`src/rtl/keyscan_evq.sv`:
```
// keyscan_evq
//   Debounces the 4x12 key matrix (48 keys) from per-row column samples
//   delivered by the matrix scanner. Every debounced press/release is turned
//   into an event word and queued in a FIFO. Firmware drains the FIFO over a
//   Wishbone slave port. A level IRQ is raised while events are pending.
//
// Ports
//   clk_24m   in   system clock
//   rst       in   asynchronous, active-high reset
//   scan_row  in   [1:0]  row index of the current sample
//   scan_col  in   [11:0] column sample, 1 = key closed
//   scan_stb  in   one-cycle strobe qualifying scan_row/scan_col
//   wb_addr   in   [1:0]  register word address (0 EVENT, 1 STATUS, 2 CTRL, 3 DEB)
//   wb_wdata  in   [31:0] write data
//   wb_we     in   write enable
//   wb_cyc    in   cycle/strobe
//   wb_rdata  out  [31:0] read data, valid with wb_ack, 0 otherwise
//   wb_ack    out  acknowledge, one wait state, one ack per access
//   irq       out  registered event-pending interrupt
//
// Configuration
//   KEYEVQ_TIMESTAMP_EN : when defined, a free-running millisecond counter
//   (24000-cycle prescaler) is stamped into EVENT[27:12] at push time.
//   When undefined those bits are 0 and the counter logic is absent.

module keyscan_evq #(
  parameter int FIFO_DEPTH  = 16,
  parameter int DEB_W       = 4,
  parameter int DEB_DEFAULT = 5
) (
  input  logic        clk_24m,
  input  logic        rst,
  input  logic [1:0]  scan_row,
  input  logic [11:0] scan_col,
  input  logic        scan_stb,
  input  logic [1:0]  wb_addr,
  input  logic [31:0] wb_wdata,
  input  logic        wb_we,
  input  logic        wb_cyc,
  output logic [31:0] wb_rdata,
  output logic        wb_ack,
  output logic        irq
);

  localparam int PW    = $clog2(FIFO_DEPTH);
  localparam int CW    = PW + 1;
  localparam int NKEYS = 48;

  typedef enum logic {IDLE, WALK} state_t;

  state_t             state_q, state_d;
  logic [1:0]         row_q, row_d;
  logic [11:0]        cols_q, cols_d;
  logic [3:0]         col_q, col_d;
  logic [NKEYS-1:0]   stable_q, stable_d;
  logic [DEB_W-1:0]   cnt_q [NKEYS];
  logic [DEB_W-1:0]   cnt_d [NKEYS];
  logic [31:0]        fifo_q [FIFO_DEPTH];
  logic [31:0]        fifo_d [FIFO_DEPTH];
  logic [PW-1:0]      wr_ptr_q, wr_ptr_d, rd_ptr_q, rd_ptr_d;
  logic [CW-1:0]      count_q, count_d;
  logic               enable_q, enable_d, irq_en_q, irq_en_d;
  logic               ovf_q, ovf_d, overrun_q, overrun_d;
  logic [DEB_W-1:0]   thresh_q, thresh_d;
  logic               wb_ack_q, wb_ack_d;
  logic [31:0]        wb_rdata_q, wb_rdata_d;
  logic               irq_q, irq_d;

  logic               pop, push, push_ok, flush;
  logic [31:0]        ev_word;
  logic [5:0]         key_idx;
  logic               sample;
  logic [DEB_W:0]     cnt_inc;
  logic [31:0]        count_ext;
  logic [7:0]         level;
  logic [15:0]        ts_now;
  logic               unused_wdata;

  assign key_idx   = 6'(row_q) * 6'd12 + 6'(col_q);
  assign sample    = cols_q[col_q];
  assign cnt_inc   = {1'b0, cnt_q[key_idx]} + (DEB_W+1)'(1);
  assign count_ext = 32'(count_q);
  // STATUS level field is 8 bits wide; deeper FIFOs saturate it.
  assign level     = (count_ext > 32'd255) ? 8'hFF : count_ext[7:0];
  assign unused_wdata = ^wb_wdata;

`ifdef KEYEVQ_TIMESTAMP_EN
  logic [14:0] presc_q, presc_d;
  logic [15:0] ms_q, ms_d;

  // Millisecond time base: 24000 cycles of the 24 MHz clock per tick.
  always_comb begin
    presc_d = presc_q + 15'd1;
    ms_d    = ms_q;
    if (presc_q == 15'd23999) begin
      presc_d = '0;
      ms_d    = ms_q + 16'd1;
    end
  end

  always_ff @(posedge clk_24m or posedge rst) begin
    if (rst) begin
      presc_q <= '0;
      ms_q    <= '0;
    end else begin
      presc_q <= presc_d;
      ms_q    <= ms_d;
    end
  end

  assign ts_now = ms_q;
`else
  assign ts_now = 16'd0;
`endif

  always_comb begin
    state_d    = state_q;
    row_d      = row_q;
    cols_d     = cols_q;
    col_d      = col_q;
    stable_d   = stable_q;
    cnt_d      = cnt_q;
    fifo_d     = fifo_q;
    wr_ptr_d   = wr_ptr_q;
    rd_ptr_d   = rd_ptr_q;
    count_d    = count_q;
    enable_d   = enable_q;
    irq_en_d   = irq_en_q;
    ovf_d      = ovf_q;
    overrun_d  = overrun_q;
    thresh_d   = thresh_q;
    wb_ack_d   = wb_cyc & ~wb_ack_q;
    wb_rdata_d = '0;
    irq_d      = irq_en_q & (count_q != '0);
    pop        = 1'b0;
    push       = 1'b0;
    push_ok    = 1'b0;
    flush      = 1'b0;
    ev_word    = '0;

    // Register access is performed on the edge that raises wb_ack, so the
    // returned data, pops and writes all line up with the single ack.
    if (wb_ack_d) begin
      case (wb_addr)
        2'd0: begin
          if (!wb_we && count_q != '0) begin
            wb_rdata_d = fifo_q[rd_ptr_q];
            pop        = 1'b1;
          end
        end
        2'd1: begin
          wb_rdata_d = {16'd0, level, 6'd0, overrun_q, ovf_q};
          if (wb_we) begin
            ovf_d     = ovf_q & ~wb_wdata[0];
            overrun_d = overrun_q & ~wb_wdata[1];
          end
        end
        2'd2: begin
          wb_rdata_d = {30'd0, irq_en_q, enable_q};
          if (wb_we) begin
            enable_d = wb_wdata[0];
            irq_en_d = wb_wdata[1];
            flush    = wb_wdata[2];
          end
        end
        default: begin
          wb_rdata_d = 32'(thresh_q);
          if (wb_we) begin
            thresh_d = (wb_wdata[DEB_W-1:0] == '0) ? DEB_W'(1) : wb_wdata[DEB_W-1:0];
          end
        end
      endcase
    end

    // Row walk: one key per cycle after the strobe is latched.
    case (state_q)
      IDLE: begin
        if (scan_stb && enable_q) begin
          row_d   = scan_row;
          cols_d  = scan_col;
          col_d   = '0;
          state_d = WALK;
        end
      end
      default: begin
        if (scan_stb && enable_q) begin
          overrun_d = 1'b1;
        end
        if (sample == stable_q[key_idx]) begin
          cnt_d[key_idx] = '0;
        end else if (cnt_inc >= {1'b0, thresh_q}) begin
          stable_d[key_idx] = sample;
          cnt_d[key_idx]    = '0;
          push              = 1'b1;
          ev_word           = {1'b1, 3'b000, ts_now, 3'b000, sample, 2'b00, key_idx};
        end else begin
          cnt_d[key_idx] = cnt_inc[DEB_W-1:0];
        end
        if (col_q == 4'd11) begin
          col_d   = '0;
          state_d = IDLE;
        end else begin
          col_d = col_q + 4'd1;
        end
      end
    endcase

    // Disabling abandons partial debounce progress but keeps stable bits.
    if (enable_q && !enable_d) begin
      for (int i = 0; i < NKEYS; i++) begin
        cnt_d[i] = '0;
      end
      state_d = IDLE;
    end

    // A pop frees a slot in the same cycle, so push+pop works even when full.
    if (flush) begin
      wr_ptr_d = '0;
      rd_ptr_d = '0;
      count_d  = '0;
    end else begin
      push_ok = push && ((count_q != CW'(FIFO_DEPTH)) || pop);
      if (push && !push_ok) begin
        ovf_d = 1'b1;
      end
      if (push_ok) begin
        fifo_d[wr_ptr_q] = ev_word;
        wr_ptr_d         = wr_ptr_q + PW'(1);
      end
      if (pop) begin
        rd_ptr_d = rd_ptr_q + PW'(1);
      end
      count_d = count_q + CW'(push_ok) - CW'(pop);
    end
  end

  always_ff @(posedge clk_24m or posedge rst) begin
    if (rst) begin
      state_q    <= IDLE;
      row_q      <= '0;
      cols_q     <= '0;
      col_q      <= '0;
      stable_q   <= '0;
      for (int i = 0; i < NKEYS; i++) begin
        cnt_q[i] <= '0;
      end
      for (int i = 0; i < FIFO_DEPTH; i++) begin
        fifo_q[i] <= '0;
      end
      wr_ptr_q   <= '0;
      rd_ptr_q   <= '0;
      count_q    <= '0;
      enable_q   <= 1'b0;
      irq_en_q   <= 1'b0;
      ovf_q      <= 1'b0;
      overrun_q  <= 1'b0;
      thresh_q   <= DEB_W'(DEB_DEFAULT);
      wb_ack_q   <= 1'b0;
      wb_rdata_q <= '0;
      irq_q      <= 1'b0;
    end else begin
      state_q    <= state_d;
      row_q      <= row_d;
      cols_q     <= cols_d;
      col_q      <= col_d;
      stable_q   <= stable_d;
      cnt_q      <= cnt_d;
      fifo_q     <= fifo_d;
      wr_ptr_q   <= wr_ptr_d;
      rd_ptr_q   <= rd_ptr_d;
      count_q    <= count_d;
      enable_q   <= enable_d;
      irq_en_q   <= irq_en_d;
      ovf_q      <= ovf_d;
      overrun_q  <= overrun_d;
      thresh_q   <= thresh_d;
      wb_ack_q   <= wb_ack_d;
      wb_rdata_q <= wb_rdata_d;
      irq_q      <= irq_d;
    end
  end

  assign wb_ack   = wb_ack_q;
  assign wb_rdata = wb_rdata_q;
  assign irq      = irq_q;

endmodule

```
`config.mk`:
```
export PLATFORM = sky130hd
export DESIGN_NAME = keyscan_evq
export DESIGN_NICKNAME = d
export VERILOG_FILES = /design/src/rtl/keyscan_evq.sv
export SDC_FILE = /design/constraint.sdc
export NUM_CORES = 1
export LEC_CHECK = 0
export ABC_AREA = 1
export CORE_UTILIZATION = 45
export CTS_CLUSTER_SIZE = 25
export DETAILED_ROUTE_END_ITERATION = 10
export GPL_TIMING_DRIVEN = 1
export SYNTH_ARGS = -nofsm -noshare
export SYNTH_HDL_FRONTEND = slang
export SYNTH_SLANG_ARGS = --single-unit
```
`constraint.sdc`:
```
create_clock -name clk_24m -period 28.9 [get_ports clk_24m]
set_input_delay 5.78 -clock clk_24m [delete_from_list [all_inputs] [get_ports clk_24m]]
set_output_delay 5.78 -clock clk_24m [all_outputs]
set_load 0.01 [all_outputs]
```
==> results.cfg <==
[job]
maxCapViolations = 0

[drt]
drc = 0
drtIter0Drc = 2424
wl_um = 83250
ant_nets = 0
via_per_inst = 5.647
firstDrtPassIters = 6
wl_per_cell_um = 19.04
via_count = 24690

[floorplan]
core_sq_um = 55200
die_x_um = 238.7
start_util_pct = 45.69
ioPinCount = 87
die_area_sq_um = 57000
row_count = 86
fp.dieH_um = 238.7

[logic_synthesis]
syn-instance-count = 3666
synth_top_area_share_pct = 41.67
yosysWarnings = 0
synthFlopType = dfrtp_1
synth.yosys.seq_area_share_pct = 41.88
async_reset_ff_share_pct = 100.0
synthMostInstantiatedCell = nand2_1
synth_area_leaders = dfrtp_1, nand2_1, nand3_1
syn_avg_cell_area_sq_um = 6.880
syn_area_sq_um = 25220
yosysUniqueCellTypes = 47
ys_top_cells_by_count = nand2_1, nand3_1, dfrtp_1, nor2_1, inv_1
ys_ff_latch = 422
synth_area_leader_cell = dfrtp_1
synth_edf_count = 0

[clock_network]
clk_latency_ns = 0.62
root_buffer = clkbuf_16
cts_sinks = 422
postCtsSetupRepairBufs = 0
path_clk_slew_ns = 0.06
cts_made_buffers = 49
ctsResizeCount = 0
clockBufferDepth = 3
cts_tree = built
cts_hold_buffers = 0
ctsHtreeMaxLevel = 2

[sta]
setup_tns_ns = 0
hold_viol_final = 0
hold_ws_ns = 0.4491
clock_skew_ns = 0.02340
slew_viol_final = 0
worst_slew_pin_slew_ns = 1.228
fin_crit_sh_pct = 31.29
fin_ws_ns = 19.86
setup_viol = 0
fmax_ghz = 0.1106
slew-limit-headroom_pct = 18.16
period_minus_slack_ns = 9.042
rsz0062_at_grt = false

[setup_path]
crit_path_end = cnt_q[130]
ff2ff_path_depth = 24
r2r_end = cnt_q[185]
r2r_slack_ns = 19.86
arrival_ns = 9.58
crit_type = in -> reg
critical_path.startpoint = wb_cyc
startpoint_type = input port
crit_fanout = 49
reg2reg_from = col_q[2]
crit_required_ns = 29.44
critPathCaptureType = flop

[grt]
track_usage_pct = 29.39
grt_overflow = 0
grt_pass1_wl_um = 131100
grt_max_degree = 193
grt_pass1_vias = 23550
antenna_found_initial = 0

[run_status]
status = finished clean

[placement]
port_buffers = 38
place.gp.congestion = 0.8456
dpl_worst_slack_ns = 19.35
dpl.hpwl_um = 48720

[min_path]
hold_class = reg -> reg

[layout]
synthToLayoutAreaGrowth_pct = 8.895
insertedDiodeCount = 0
drive_gt1_share_pct = 5.436
final_nets = 3659
fillers = 5468
==> critical path, stage by stage <==
cell and delay (ns):
clkdlybuf4s50_1 0.45, inv_1 0.04, nor2_2 0.21, nand2_1 0.12, nor2_1 0.26, a21oi_1 0.17
nor2_4 0.11, buf_4 0.80, inv_2 0.13, nand2_4 0.68, nand2_1 0.29, nor2_1 0.32
nand2_1 0.10, nand2_1 0.08
==> metrics by stage <==
step	utilization (%)	instances	area (sq um)
2_1_floorplan	-	3685	25290
3_3_place_gp	46.55	4280	25690
3_5_place_dp	46.55	4280	25690
4_1_cts	49.76	4372	27470
5_1_grt	49.76	4372	27470
6_report	49.76	4372	27470
==> cell usage in the layout (no fill, tap or decap), drive strengths merged, types with 30 or more instances in the layout <==
master / count
nand4: 66
nor2: 316
nand2: 1444
clkdlybuf4s50: 38
a21oi: 36
nand3: 536
inv: 235
clkbuf: 72
o21ai: 262
o31ai: 41
dfrtp: 420
buf: 30
==> worst min-delay path by stage <==
stage / from / end / cells past startpoint
2_1_floorplan: fifo_q[191] / fifo_q[191] / 2
3_5_place_dp: fifo_q[191] / fifo_q[191] / 2
5_1_grt: fifo_q[351] / fifo_q[351] / 2
6_report: fifo_q[191] / fifo_q[191] / 2
3_3_place_gp: fifo_q[319] / fifo_q[319] / 2
4_1_cts: fifo_q[191] / fifo_q[191] / 2
==> cell type report <==
cell class              count  area [sq um]  area share [%]
repair buffers             68         618.1           2.250
clock buffers              72          1473           5.362
multi-input cells        2807         12680           46.17
clock inverters            20         297.8           1.084
inverters                 235         892.1           3.248
well taps                 748         935.9           3.408
flip-flops and latches    422         10570           38.48
==> cells by family (layout without fill, tap and decap cells) <==
group / after synthesis / after routing / share of synthesized area (%)
buf+inv: 456 / 395 / 8.483
flops: 422 / 422 / 41.88
xor+xnor: 8 / 8 / 0.2778
simple gates: 2368 / 2368 / 39.55
fa+ha+maj: 23 / 23 / 1.201
other cells: 1 / 20 / 0.01487
compound gates: 388 / 388 / 8.597
==> sequential cells by signal, indices dropped and copies added, names as in the netlist, 2 cells and up <==
name / flops
cnt_q: 192
col_q: 4
cols_q: 12
count_q: 5
fifo_q: 128
rd_ptr_q: 4
row_q: 2
stable_q: 48
thresh_q: 4
wb_rdata: 12
wr_ptr_q: 4
==> metal layers <==
layer / up-vias / part of all wire (%) / wire length (um) / track usage, %
met5: - / 0 / 0 / 0
met4: 0 / 4.5 / 3729 / 13.69
met3: 235 / 7.1 / 5877 / 3.857
met2: 1055 / 47 / 39070 / 48.90
met1: 11710 / 42 / 34570 / 37.89
li1: 11690 / - / - / -
Power is left out: the tool's default activity adds up to more than one toggle a clock period on the data nets, which glitch-free logic cannot reach.
